===== config.mk =====
export PLATFORM = sky130hd
export DESIGN_NAME = alu_mdu
export DESIGN_NICKNAME = d
export VERILOG_FILES = /design/src/rtl/alu_mdu.sv
export SDC_FILE = /design/constraint.sdc
export NUM_CORES = 1
export LEC_CHECK = 0
export BUFFER_PORTS_ARGS = -buffer_cell sky130_fd_sc_hd__buf_2
export CAP_MARGIN = 25
export CORE_UTILIZATION = 30
export CTS_CLUSTER_SIZE = 25
export DETAILED_ROUTE_END_ITERATION = 8
export PLACE_DENSITY = 0.47
export SETUP_SLACK_MARGIN = 0.5
export SYNTH_ARGS = -nofsm -noshare
export SYNTH_HDL_FRONTEND = slang
export SYNTH_SLANG_ARGS = --single-unit

===== constraint.sdc =====
create_clock -name clk -period 12.34 [get_ports clk]
set_input_delay 3.085 -clock clk [delete_from_list [all_inputs] [get_ports clk]]
set_output_delay 3.085 -clock clk [all_outputs]
set_load 0.01 [all_outputs]

===== src/rtl/alu_mdu.sv =====
// alu_mdu: combinational ALU plus an iterative multiply/divide unit with HI/LO registers.
// Define ALU_MDU_DIV_EN to build the restoring divider; otherwise DIV/DIVU are accepted as no-ops.
module alu_mdu #(
    parameter int WIDTH = 32
) (
    input  logic             clk,
    input  logic             reset_n,
    input  logic [WIDTH-1:0] a,
    input  logic [WIDTH-1:0] b,
    input  logic [2:0]       alucont,
    output logic [WIDTH-1:0] result,
    output logic             zero,
    input  logic [2:0]       md_op,
    input  logic             md_valid,
    output logic             md_ready,
    input  logic             md_flush,
    output logic             md_done,
    output logic [WIDTH-1:0] hi,
    output logic [WIDTH-1:0] lo
);

    typedef enum logic [1:0] {S_IDLE, S_RUN, S_FIX} state_t;
    typedef enum logic [2:0] {
        OP_NONE  = 3'b000,
        OP_MULT  = 3'b001,
        OP_MULTU = 3'b010,
        OP_DIV   = 3'b011,
        OP_DIVU  = 3'b100,
        OP_MTHI  = 3'b101,
        OP_MTLO  = 3'b110,
        OP_RSVD  = 3'b111
    } md_op_t;

    localparam int            CW   = $clog2(WIDTH);
    localparam logic [CW-1:0] LAST = CW'(WIDTH - 1);

    // ---------------- ALU ----------------
    logic [WIDTH-1:0] b_eff;
    logic [WIDTH-1:0] sum;
    logic             overflow;

    // NOTE: every signal written in an always_comb gets a value on every path, so no latch is inferred.
    always_comb begin
        b_eff    = alucont[2] ? ~b : b;
        sum      = a + b_eff + {{(WIDTH-1){1'b0}}, alucont[2]};
        overflow = (a[WIDTH-1] == b_eff[WIDTH-1]) && (sum[WIDTH-1] != a[WIDTH-1]);
        case (alucont[1:0])
            2'b00:   result = a & b;
            2'b01:   result = a | b;
            2'b10:   result = sum;
            default: result = {{(WIDTH-1){1'b0}}, sum[WIDTH-1] ^ overflow};
        endcase
        zero = (result == '0);
    end

    // ---------------- MDU ----------------
    state_t           state;
    logic [CW-1:0]    count;
    logic [WIDTH-1:0] acc;      // running high product / partial remainder
    logic [WIDTH-1:0] q;        // multiplier / dividend, shifted out as result bits shift in
    logic [WIDTH-1:0] m;        // multiplicand / divisor magnitude
    logic             neg_q;
`ifdef ALU_MDU_DIV_EN
    logic             is_div;
    logic             neg_r;
    logic             div_zero;
    logic [WIDTH:0]   shifted;
    logic [WIDTH-1:0] diff;
    logic             div_ge;
`endif

    md_op_t             op;
    logic               accept;
    logic               signed_op;
    logic               a_neg;
    logic               b_neg;
    logic [WIDTH-1:0]   a_mag;
    logic [WIDTH-1:0]   b_mag;
    logic [WIDTH:0]     mul_sum;
    logic [2*WIDTH-1:0] prod;
    logic [WIDTH-1:0]   acc_nxt;
    logic [WIDTH-1:0]   q_nxt;
    logic [WIDTH-1:0]   hi_fix;
    logic [WIDTH-1:0]   lo_fix;

    assign md_ready = (state == S_IDLE);

    always_comb begin
        op        = md_op_t'(md_op);
        accept    = md_valid && (state == S_IDLE) && (op != OP_NONE) && (op != OP_RSVD);
        signed_op = (op == OP_MULT) || (op == OP_DIV);
        a_neg     = signed_op && a[WIDTH-1];
        b_neg     = signed_op && b[WIDTH-1];
        a_mag     = a_neg ? -a : a;
        b_mag     = b_neg ? -b : b;

        mul_sum = {1'b0, acc} + (q[0] ? {1'b0, m} : '0);
        acc_nxt = mul_sum[WIDTH:1];
        q_nxt   = {mul_sum[0], q[WIDTH-1:1]};
        prod    = neg_q ? -{acc, q} : {acc, q};
        hi_fix  = prod[2*WIDTH-1:WIDTH];
        lo_fix  = prod[WIDTH-1:0];
`ifdef ALU_MDU_DIV_EN
        shifted = {acc, q[WIDTH-1]};
        div_ge  = shifted >= {1'b0, m};
        diff    = shifted[WIDTH-1:0] - m;
        if (is_div) begin
            acc_nxt = div_ge ? diff : shifted[WIDTH-1:0];
            q_nxt   = {q[WIDTH-2:0], div_ge};
            // A zero divisor leaves the dividend magnitude in acc, so sign fix-up yields hi = a.
            hi_fix  = neg_r ? -acc : acc;
            lo_fix  = div_zero ? '1 : (neg_q ? -q : q);
        end
`endif
    end

    // NOTE: all state here is plain registers updated with non-blocking assignments under a synchronous reset.
    always_ff @(posedge clk) begin
        if (!reset_n) begin
            state   <= S_IDLE;
            count   <= '0;
            acc     <= '0;
            q       <= '0;
            m       <= '0;
            neg_q   <= 1'b0;
            hi      <= '0;
            lo      <= '0;
            md_done <= 1'b0;
`ifdef ALU_MDU_DIV_EN
            is_div   <= 1'b0;
            neg_r    <= 1'b0;
            div_zero <= 1'b0;
`endif
        end else begin
            md_done <= 1'b0;
            case (state)
                S_IDLE: begin
                    if (accept) begin
                        count <= '0;
                        case (op)
                            OP_MULT, OP_MULTU: begin
                                acc   <= '0;
                                q     <= b_mag;
                                m     <= a_mag;
                                neg_q <= a_neg ^ b_neg;
`ifdef ALU_MDU_DIV_EN
                                is_div <= 1'b0;
`endif
                                state <= S_RUN;
                            end
`ifdef ALU_MDU_DIV_EN
                            OP_DIV, OP_DIVU: begin
                                acc      <= '0;
                                q        <= a_mag;
                                m        <= b_mag;
                                neg_q    <= a_neg ^ b_neg;
                                neg_r    <= a_neg;
                                div_zero <= (b == '0);
                                is_div   <= 1'b1;
                                state    <= S_RUN;
                            end
`endif
                            OP_MTHI: hi <= a;
                            OP_MTLO: lo <= a;
                            default: ;
                        endcase
                    end
                end
                S_RUN: begin
                    if (md_flush) begin
                        state <= S_IDLE;
                    end else begin
                        acc   <= acc_nxt;
                        q     <= q_nxt;
                        count <= count + CW'(1);
                        if (count == LAST) state <= S_FIX;
                    end
                end
                S_FIX: begin
                    state <= S_IDLE;
                    if (!md_flush) begin
                        hi      <= hi_fix;
                        lo      <= lo_fix;
                        md_done <= 1'b1;
                    end
                end
                default: state <= S_IDLE;
            endcase
        end
    end

endmodule


==> run summary, run 1 <==
After detailed routing, the number of remaining DRC violations is 0. The path class of the tightest hold or removal check is reg2reg. In this design, the stage delay of the slowest critical-path cell is 0.47 ns.

The total buffers and inverters traversed by the critical path is 4. For this run, global-route usage on met1 was measured as 32.5%. The worst hold path was traced through 2 stages.

The critical path class is in2out. The final-stage net count came out at 2111. The global routing met2 resource utilization is 37.2%. The data required time of the critical path came out at ~9 ns. The post-route fraction of the period consumed by the critical path came out at 94.2%. The initial utilization of the core area, before any placement, comes to between 30% and 40%. The via count of the first global-routing pass came out at 13300. The clock period could shrink to 11.63 ns. The clock sink count is 169. For the pin with the worst max-slew slack, the measured transition is between 0.9 and 1 ns. The number of nets produced by synthesis came out at 2002. The cell class contributing the biggest share of worst-path delay is simple AND/OR/NAND/NOR gates. The cell count of the worst reg-to-reg path is 10. The total power divided by cell area came out at 100 nW/um^2. The worst-case setup slack after placement is 0.116 ns. The layer flagged by global routing as most heavily used is met2. The insertion delay of the later-clocked pin in the worst-skew pair came out at around 0.46 ns.

Of the cells placed in the final design, the portion with a size suffix greater than 1 is between 10% and 20%. The clock transition at the registers of the reported paths came out at roughly 0.07 ns. The final weighted congestion in routability-driven placement came out at 0.953. In the final routed layout, each cell accounts on average for around 22 um. The share of flip-flops with an asynchronous set or reset is 0%. The number of synthesized register bits is 169. The post-synthesis cell type count is 78. The H-tree generated during clock tree synthesis spans 4 levels. The clock tree from TritonCTS is built. The global routing usage summed across all routing layers came out at between 20% and 30%. The number of enable flip-flop cells after synthesis came out at 0.

The die footprint is between 40000 and 50000 um^2. Along the worst path, the maximum fanout reaches 10. The final worst hold slack is 0.451 ns. Setup violations remaining at the end of the flow were counted as 0.

The maximum ir drop on the vdd rail came out at between 0.1 and 0.15 mV. The total detailed-routing wirelength came out at 56300 um. In this run the most critical hold path is launched from lo[18]. The minimum setup slack among reg-to-reg paths came out at 8.58 ns. The headroom to the max-slew limit came out at 32.8%. The core region is 46600 um^2.

The detailed placer's ending HPWL is 43800 um. The final cell count without fillers is 2581. The area taken by flip-flops and latches came out at roughly 3400 um^2. The largest net degree at the start of global routing is 96. The longest clock path from root to sink contains 2 buffers. The floorplan die height came out at 219 um.

The most common cell type on the critical path is nand2_2. For this block, the via count after detailed routing is 14200. The layout has approximately 5000 filler cells. The worst register-to-register path ends at hi[9]. Setup repair after global routing left no endpoint under its margin. The CTS buffer count came out at 17. The run finished with clean final reports. The count of antenna-violating nets left after detailed routing came out at 0. For the worst setup path, the data arrival time is 8.54 ns. Among all stages on the critical path, the largest delay is contributed by mux4_2.

The hold buffer count at CTS came out at 0. The total of warnings raised by yosys is 0. The static power due to leakage is 7.12 nW. The met3 track utilization from global routing came out at 2.67%. The number of hold violations in the final report came to 0. The number of buffers inserted by port buffering is about 170. The post-layout worst setup margin came out at 0.715 ns. The initial antenna violation count is 1. Max-cap violations in this run came to 0. The total negative slack is 0 ns. The layout overhead on the synthesized area came out at 15.9%.

The top-level I/O count came out at approximately 170. The overall power of the completed layout came out at 0.00164 W. STA classifies the critical path startpoint as an input port. The path with the worst hold slack has its endpoint at lo[18].

The worst clock skew is 0.0125 ns. The multi-input combinational cell area came out at between 10000 and 15000 um^2. The number of cells produced by synthesis is 1850. The chip width came out at 219 um.

The post-synth design cell area came out at 14200 um^2. After global routing the overflow that remains totals 0. The sequential fraction of the synthesis area came out at 23.9%. The cell count after placement is 2539. The average vias per placed instance came out at 5.50.

Clock tree synthesis selected as its root buffer the cell clkbuf_16. The category of the worst setup path capture point is a primary output. The starting DRC count in detailed routing came out at between 900 and 1000. The count of pins over their slew limit is 0. For this run, the leading register cell type out of synthesis is dfxtp_1.

The floorplan has 79 rows. The mean instance size in the synthesized netlist is 7.66 um^2. The first global-routing pass estimated 83500 um of wire. The launch instance of the worst register-to-register path is q[6].

The detailed-router iteration count before antenna repair is 5. The upper clock frequency limit came out at 86.0 MHz.
[state kept, by name, indices dropped and copies added, names as in the netlist]
name / flops
lo: 32
m: 32
md_done: 1
acc: 32
state: 2
hi: 32
count: 5
neg_q: 1
q: 32
[layout make-up]
class / instances / share of cell area (%)
Antenna cell: 2 / 0.0305
Clock buffer: 17 / 2.59
Clock inverter: 15 / 1.17
Inverter: 24 / 0.549
Multi-Input combinational cell: 1526 / 62.7
Sequential cell: 169 / 20.6
Tap cell: 607 / 4.62
Timing Repair Buffer: 221 / 7.70
[cell usage in the layout, fill, tap and decap left out, drive strengths merged, types with 25 or more instances in the layout]
| master | synthesis | routed |
|---|---|---|
| inv | 24 | 29 |
| o211a | 36 | 36 |
| a21o | 38 | 38 |
| o31ai | 48 | 48 |
| a21oi | 160 | 160 |
| maj3 | 25 | 25 |
| nor2 | 140 | 140 |
| nand2 | 168 | 168 |
| buf | 20 | 221 |
| dfxtp | 169 | 169 |
| and2 | 47 | 47 |
| nor3 | 26 | 26 |
| xor2 | 104 | 104 |
| a211oi | 59 | 59 |
| nand3 | 39 | 39 |
| xnor2 | 82 | 82 |
| ha | 75 | 75 |
| nor2b | 85 | 85 |
| o21ai | 108 | 108 |
[tightest hold or removal path, delay by kind of cell (launching register included)]
kind | cells | cell delay, ns
compound gates | 1 | 0.05
flops | 1 | 0.31
simple gates | 1 | 0.05
[cells in the mapped netlist, types with 5 or more instances]
| library cell | n | area (um^2) |
|---|---|---|
| clkbuf_1 | 111 | 417 |
| ha_1 | 75 | 938 |
| o21ai_0 | 58 | 290 |
| inv_1 | 24 | 90.1 |
| a2111oi_0 | 8 | 70.1 |
| nand3b_1 | 8 | 60.1 |
| or3_1 | 21 | 131 |
| nor4_1 | 17 | 106 |
| o21bai_1 | 7 | 52.6 |
| o21ai_1 | 50 | 250 |
| nand3_1 | 39 | 195 |
| and2_1 | 47 | 294 |
| a22oi_1 | 15 | 113 |
| a21o_1 | 38 | 285 |
| nor2_1 | 140 | 526 |
| o211ai_1 | 12 | 90.1 |
| o32ai_1 | 5 | 43.8 |
| or4_1 | 12 | 90.1 |
| a211oi_1 | 59 | 443 |
| nand4_1 | 6 | 37.5 |
| o211a_1 | 36 | 360 |
| and3_1 | 16 | 100 |
| a21oi_1 | 160 | 801 |
| maj3_1 | 25 | 250 |
| o41ai_1 | 14 | 123 |
| nor3_1 | 24 | 120 |
| nor2b_1 | 85 | 532 |
| a21boi_1 | 10 | 75.1 |
| a31oi_1 | 11 | 68.8 |
| o31ai_1 | 48 | 360 |
| buf_1 | 16 | 60.1 |
| xnor2_1 | 82 | 718 |
| dfxtp_1 | 169 | 3380 |
| nand2_1 | 168 | 631 |
| a22o_1 | 5 | 43.8 |
| a21boi_0 | 13 | 97.6 |
| nand2b_1 | 18 | 113 |
| o21a_1 | 8 | 60.1 |
| xor2_1 | 104 | 911 |
| and4_1 | 6 | 52.6 |
[power breakdown]
group	internal [W]	switching (W)
clock	0.000323	0.000259
sequential	0.000564	0.0000185
combinational	0.000176	0.000304
total	0.00106	0.000582
[how the worst max path moves through the flow]
stage | start | end | slack (ns) | depth (start not counted)
after floorplan | alucont[2] | zero | 0.62 | 24
after global placement | alucont[2] | zero | 0.04 | 26
after detailed placement | alucont[2] | zero | 0.12 | 26
after CTS | alucont[2] | zero | 0.50 | 26
after global routing | alucont[2] | zero | 0.46 | 26
final | alucont[2] | zero | 0.71 | 26
[metrics by stage]
stage | cell area, um^2 | util, %
4_1_cts | 16300 | 35.0
3_5_place_dp | 15600 | 33.5
3_3_place_gp | 15600 | 33.5
5_1_grt | 16400 | 35.3
2_1_floorplan | 14200 | -
6_report | 16400 | 35.3
[logic make-up (layout without fill, tap and decap cells)]
kind of cell	after synthesis	count (layout)	synth area share, %
other	0	2	0
buffers and inverters	155	277	4.27
muxes	5	5	0.468
DFF	169	169	23.9
xor gates and xnor gates	186	186	11.5
AOI/OAI and AO/OA	602	602	28.5
adders and majority gates	103	103	8.81
and+or+nand+nor	630	630	22.6
[what timing repair did]
action,CTS,global route
resized for setup,9,25
pin swaps,6,18
setup buffers,4,4
setup endpoints to repair,1,1
[metal layers]
metal / vias to the layer above / part of all wire [%]
li1: 6941 / -
met1: 6821 / 48
met2: 403 / 45
met3: 37 / 4.9
met4: 0 / 1.4
met5: - / 0
No activity file was read; power rests on OpenSTA's default activity.
==> run 2: changes to the inputs <==
--- a/config.mk
+++ b/config.mk
@@ -7,6 +7,7 @@
 export LEC_CHECK = 0
 export BUFFER_PORTS_ARGS = -buffer_cell sky130_fd_sc_hd__buf_2
 export CAP_MARGIN = 25
+export CORE_MARGIN = 3
 export CORE_UTILIZATION = 30
 export CTS_CLUSTER_SIZE = 25
 export DETAILED_ROUTE_END_ITERATION = 8
==> run summary, run 2 (synthesis gave the netlist of run 1 again) <==
The flow ran to the end, and the final reports show no timing, DRC or antenna violations. The worst-case setup slack after placement came out at 0.216 ns (+0.101 ns). The most common cell after layout, fill and taps aside is buf_2. The top cell types in the final layout, fill and taps aside, are buf_2 (170), dfxtp_1 (168), nand2_1 (167).

The count of pins over their slew limit came to 0 (unchanged). The total power divided by cell area is 98.5 nW/um^2 (-1.7%). The count of antenna-violating nets left after detailed routing is 0 (unchanged). The average vias per placed instance came out at 5.54 (+0.76%). The critical path in this run is classified as in2out.

The worst register-to-register path begins at q[6]. The chip width is 223 um (+1.8%). The floorplan die height came out at 223 um (+1.8%).

The signal on the critical path passes through buf_4, buf_6, xor2_1, ha_2, and4_1, nand2_1, a2111oi_4, nor2_1, a21oi_2, a311o_1, nand2_1, nand2_1, a21oi_1, fa_2, mux4_2, or2_0, a2111oi_2, or4b_4, nor4_2, nand4b_1, nor4_2, nand4b_1, nor4b_2, buf_2. The hold buffer count at CTS came out at 0 (unchanged). The minimum setup slack among reg-to-reg paths is 8.25 ns (-0.33 ns).

The total detailed-routing wirelength came out at 55500 um (-1.4%). The critical path startpoint category is an input port. The number of buffers inserted by port buffering came to 172 (unchanged). The worst clock skew came out at 0.0140 ns (+0.00153 ns). The number of standard-cell rows in the floorplan is 79 (unchanged). The final weighted congestion in routability-driven placement is 0.908 (-4.7%). The minimum clock period came to 11.54 ns (-0.0884 ns). The insertion delay of the later-clocked pin in the worst-skew pair came out at 0.45 ns (about the same).

The total via count in the routed design is 14200 (+0.056%). The reported max-cap violation count is 0 (unchanged). The post-route fraction of the period consumed by the critical path is 93.5% (-0.72 points). The highest-delay cell along the critical path is or4b_4. The worst-path maximum fanout is 10 (unchanged). Among the stages of the critical path, the cell type that occurs most often is nand2_1.

The number of remaining DRC errors is 0 (unchanged). The number of hold violations in the final report came out at 0 (unchanged). The cell count of the worst reg-to-reg path is 10 (unchanged).

The maximum ir drop on the vdd rail came out at 0.101 mV (-6.5%). The top routing layer in use is met5. The post-layout worst setup margin came out at 0.803 ns (+0.0884 ns). The data required time of the critical path is 9.26 ns (about the same). The area growth from synthesis to layout is 14.5%.

In this run the most critical hold path is launched from lo[18]. The actual transition at the worst max-transition pin came out at 1.02 ns (+0.0250 ns). The endpoint identified for the worst register-to-register timing path is hi[9]. The static power due to leakage is 7.00 nW (-1.7%). The clock sink count was 169 (unchanged).

The area of the placeable core is 46700 um^2 (+0.21%). The detailed route wirelength on metal2 was 24700 um (-2.9%). The via count of the first global-routing pass came to 13600 (+2.0%). The total negative slack came out at 0 ns (unchanged).

The headroom to the max-slew limit came out at 31.2% (-1.7 points). The starting DRC count in detailed routing is 1027 (+4.3%). TritonCTS built the clock tree. The depth of the CTS H-tree came out at 4 (unchanged). The critical path arrival is 8.45 ns (-0.09 ns).

The final-stage net count is 2094 (-0.81%). The die footprint is 49900 um^2 (+3.7%). The wire length the detailed router placed on met1 is 26400 um (-3.5%). The final-report setup violation count came out at 0 (unchanged). The share of post-route cells with drive strength above 1 is 13.6% (-1.1 points).

The largest net degree at the start of global routing was 94 (-2.1%). The category of the worst setup path capture point is a primary output. The path with the worst hold slack has its endpoint at lo[18]. The top-level I/O count came out at 173 (unchanged). The global routing usage summed across all routing layers came to 21.6% (-1.4 points). The upper clock frequency limit came out at 86.7 MHz (+0.77%). The delay of the slowest cell on the worst path is 0.50 ns (+0.03 ns). The wire length of the first global-routing pass is 83500 um (about the same).

The clock transition at the registers of the reported paths came out at 0.07 ns (about the same). The met3 wirelength from detailed routing came out at 3260 um (+17%). The CTS buffer count is 17 (unchanged). The initial cell density of the core was 30.4% (-0.065 points). The cell depth of the worst hold path came out at 2 (unchanged). The min-delay analysis places its worst path in the category reg2reg. The detailed placer's ending HPWL came to 43700 um (-0.22%).

The total congestion overflow after global routing was 0 (unchanged). The number of buffers on the longest clock path is 2 (unchanged). Clock tree synthesis selected as its root buffer the cell clkbuf_16. The detailed-router iteration count before antenna repair came out at 8 (+3). The initial antenna violation count came to 2 (+1).

Setup repair after global routing left no endpoint under its margin. The per-cell routed wire length is 21.7 um (-0.70%).
[run 2: changes by cell type in the layout (fill, tap and decap cells not counted), moves of 2 or more]
cell and change:
and4_4 -2, clkinvlp_4 +2, ha_1 -4, ha_2 +3, nand2_2 -4, and4_1 +2
buf_4 -17, nand2_1 +4, inv_6 -2
[run 2: report_power, final]
part / switching [W] / internal (W) / total, W
Clock: 0.000246 / 0.000304 / 0.000550
Sequential: 0.0000192 / 0.000564 / 0.000583
Combinational: 0.000295 / 0.000169 / 0.000465
Total: 0.000561 / 0.00104 / 0.00160
[run 2: layout make-up]
type	count	area, um^2
Inverter	24	90.1
Sequential cell	169	3380
Tap cell	607	759
Multi-Input combinational cell	1526	10300
Clock buffer	18	439
Fill cell	4966	30400
Antenna cell	2	5.00
Timing Repair Buffer	204	1130
Clock inverter	13	148
[run 2: metal layers]
metal	vias to the layer above	GRT usage, %
li1	6928	-
met1	6754	30.3
met2	466	34.7
met3	60	3.16
met4	2	5.92
met5	-	0
[run 2: worst max path at each step]
| stage | from | to | slack, ns | depth (start not counted) |
|---|---|---|---|---|
| floorplan | alucont[2] | zero | 0.62 | 24 |
| global placement | alucont[2] | zero | 0.30 | 24 |
| detailed placement | alucont[2] | zero | 0.22 | 24 |
| CTS | alucont[2] | zero | 0.51 | 24 |
| global route | alucont[2] | zero | 0.51 | 24 |
| finish | alucont[2] | zero | 0.80 | 24 |
[run 2: repair_timing]
action	in CTS	in global routing
endpoints found under the setup margin	1	1
resized for setup	5	15
setup buffers	0	5
pin swaps	0	11
[run 2: critical path: cells and delay by family]
| kind | cells | cell delay, ns |
|---|---|---|
| adder cells (fa/ha/maj) | 2 | 0.74 |
| AO/OA/AOI/OAI | 5 | 1.22 |
| multiplexers | 1 | 0.47 |
| buffers and inverters | 3 | 0.49 |
| AND/OR/NAND/NOR | 12 | 2.27 |
| XOR/XNOR | 1 | 0.16 |
[run 2: stage by stage]
stage	hold slack, ns	instance area (um^2)	utilization, %	total power, W	cells
floorplan	0.445	14200	-	0.000880	1850
global placement	0.449	15500	33.2	0.00105	2524
detailed placement	0.449	15500	33.3	0.00105	2525
CTS	0.458	16100	34.6	0.00160	2556
global route	0.482	16200	34.8	0.00167	2562
finish	0.454	16200	34.8	0.00160	2563
==> run 3: changes to the inputs <==
==> constraint.sdc (replaced) <==
create_clock -name clk -period 12.34 [get_ports clk]
set_input_delay 2.468 -clock clk [delete_from_list [all_inputs] [get_ports clk]]
set_output_delay 2.468 -clock clk [all_outputs]
set_load 0.01 [all_outputs]
==> run summary, run 3 (synthesis gave the netlist of run 1 again) <==
Leaving out fill and tap cells, the most frequent cells in the layout are buf_2 (171), dfxtp_1 (168), nand2_1 (167). The detailed-router iteration count before antenna repair is 5 (-3). The total negative slack came out at 0 ns (unchanged). The cell class contributing the biggest share of worst-path delay is simple AND/OR/NAND/NOR gates. The total internal power came out at 0.000990 W (-4.5%).

The share of post-route cells with drive strength above 1 came out at 12.6% (-0.97 points). After detailed routing, no signal wire sits above met4. The average vias per placed instance came out at 5.54 (about the same). The hold buffer count at CTS came to 0 (unchanged). The number of buffers on the longest clock path came to 2 (unchanged). The static power due to leakage came out at 6.95 nW (-0.69%).

The post-route fraction of the period consumed by the critical path is 91.1% (-2.4 points). The per-cell routed wire length came out at 21.8 um (+0.84%). Following the worst setup path forward leads to its endpoint at zero. The upper clock frequency limit is 89.0 MHz (+2.7%). The data required time of the critical path is 9.87 ns (+0.61 ns). The reported max-cap violation count is 0 (unchanged).

The largest individual stage delay along the critical path comes from the cell a2111oi_0. The critical path depth is 24 (unchanged). The most common cell type on the critical path is nand2_1. The count of pins over their slew limit came out at 0 (unchanged). The number of remaining DRC errors was 0 (unchanged). The depth of the CTS H-tree is 4 (unchanged). Tracing the worst setup path back leads to its startpoint at alucont[2]. The total congestion overflow after global routing came out at 0 (unchanged). Setup repair after global routing left no endpoint under its margin. The total via count in the routed design is 14200 (-0.39%). The register share of total power is 37.3% (+0.8 points). The launch instance of the worst register-to-register path is q[6]. The chip width is 223 um (unchanged). The number of hold violations in the final report came to 0 (unchanged). The count of antenna-violating nets left after detailed routing was 0 (unchanged). The wire length the detailed router placed on met1 is 26800 um (+1.6%). The wire length of the first global-routing pass was 83600 um (+0.14%). The die footprint is 49900 um^2 (unchanged). The net switching power of the design was 0.000572 W (+2.1%). By startpoint and endpoint, the worst setup path is classified as in2out.

The total buffers and inverters traversed by the critical path came out at 2 (-1). The floorplan die height was 223 um (unchanged). The clock network fraction of total power came out at 33.8% (-0.6 points). The clock transition at the registers of the reported paths is 0.07 ns (about the same). The minimum clock period came out at 11.24 ns (-0.301 ns). The initial cell density of the core came out at 30.4% (unchanged).

In this run the critical register-to-register path is captured at hi[9]. The number of gates resized after CTS came out at 0 (-5). The worst-path maximum fanout is 20 (+10). The flow ran to the end, and the final reports show no timing, DRC or antenna violations.

The actual transition at the worst max-transition pin is 0.969 ns (-0.0545 ns). The net switching share of the total power was 36.6% (+1.5 points). The starting DRC count in detailed routing is 1059 (+3.1%). In this run the clock root is driven by a clkbuf_16. The final weighted congestion in routability-driven placement is 0.917 (+0.92%). The detailed route wirelength on metal2 is 24700 um (-0.30%).

The via count of the first global-routing pass is 13400 (-1.1%). The total power divided by cell area is 97.4 nW/um^2 (-1.1%). The part of the power in combinational logic came out at 28.9% (-0.2 points).

The final core utilization came out at 34.4% (-0.40 points). The area of the placeable core came out at 46700 um^2 (unchanged). The delay of the slowest cell on the worst path came out at 0.67 ns (+0.17 ns). The largest net degree at the start of global routing is 94 (unchanged).

The detailed placer's ending HPWL came out at 43600 um (-0.23%). The number of buffers inserted by port buffering is 172 (unchanged). STA classifies the critical path startpoint as an input port. The cell count of the worst reg-to-reg path was 10 (unchanged). The worst clock skew is 0.0119 ns (-0.00216 ns). The top-level I/O count is 173 (unchanged).

The class of the worst hold path is reg2reg. The insertion delay of the later-clocked pin in the worst-skew pair came out at 0.46 ns (about the same). The global routing usage summed across all routing layers is 21.8% (+0.15 points). STA classifies the critical path endpoint as a primary output. The most common cell after layout, fill and taps aside is buf_2. The post-CTS repair timing setup buffer count is 0 (unchanged). The CTS buffer count was 17 (unchanged). The maximum ir drop on the vdd rail is 0.105 mV (+3.9%).

The minimum setup slack among reg-to-reg paths is 8.33 ns (+0.08 ns). The headroom to the max-slew limit is 34.8% (+3.7 points). The total detailed-routing wirelength came out at 55800 um (+0.52%). The clock sink count came out at 169 (unchanged).

The final-report setup violation count came to 0 (unchanged). The met3 wirelength from detailed routing is 3180 um (-2.5%). The initial antenna violation count is 3 (+1). The number of standard-cell rows in the floorplan came out at 79 (unchanged).

Traced cell by cell, the critical path runs through buf_2, xor2_1, ha_1, nand2_1, o211ai_1, nand3_1, a2111oi_0, nor2_1, a21oi_1, a311o_1, nand2_1, nand2_1, a21oi_1, fa_1, mux4_1, or2_0, a2111oi_0, or4b_1, nor4_2, nand4b_1, nor4_2, nand4b_1, nor4b_2, buf_2. The final-stage net count is 2085 (-0.43%). The layout overhead on the synthesized area came out at 13.2%.

TritonCTS built the clock tree. The critical path arrival is 8.77 ns (+0.32 ns).
-- run 3: cell count changes in the layout (fill, tap and decap cells not counted), moves of 3 or more --
cell      delta
inv_8        +4
inv_6        +4
ha_1         +4
ha_2         -3
clkinv_4     -3
buf_4        -7
-- run 3: worst min-delay path by stage --
stage,from,to,slack (ns),depth (start not counted)
after floorplan,m[31],m[31],0.44,2
after global placement,lo[18],lo[18],0.45,2
after detailed placement,lo[18],lo[18],0.44,2
after CTS,lo[18],lo[18],0.45,2
after global routing,lo[23],lo[23],0.49,2
final,lo[18],lo[18],0.45,2
-- run 3: routing by layer --
| layer | vias to the layer above | track usage [%] |
|---|---|---|
| li1 | 6897 | - |
| met1 | 6742 | 31.2 |
| met2 | 456 | 34.2 |
| met3 | 60 | 2.96 |
| met4 | 0 | 6.29 |
| met5 | - | 0 |
-- run 3: power by group through the flow --
stage	Clock, W	Sequential (W)	Combinational, W
6_report	0.000528	0.000583	0.000452
5_1_grt	0.000562	0.000585	0.000491
4_1_cts	0.000543	0.000583	0.000448
3_5_place_dp	0	0.000595	0.000445
3_3_place_gp	0	0.000595	0.000447
2_1_floorplan	0	0.000591	0.000289
-- run 3: per-stage QoR --
stage	instance area (um^2)	setup slack [ns]	hold WS [ns]	total power [W]	cells
detailed placement	15500	1.17	0.444	0.00104	2521
CTS	16000	1.12	0.455	0.00157	2553
global placement	15500	1.29	0.447	0.00104	2521
finish	16000	1.10	0.451	0.00156	2555
global route	16000	0.528	0.485	0.00164	2555
floorplan	14200	1.86	0.445	0.000880	1850
-- run 3: tightest hold or removal path, cell delays in order, from the launching register on --
cell and delay [ns]:
dfxtp_1 0.31, nand2_1 0.05, a21boi_1 0.05
-- run 3: layout make-up --
type | count | area [um^2]
fill | 4970 | 30600
multi-input combinational | 1526 | 10200
sequential | 169 | 3380
timing repair buffer | 195 | 1040
tap | 607 | 759
clock buffer | 17 | 425
clock inverter | 15 | 131
inverter | 24 | 90.1
antenna | 2 | 5.00
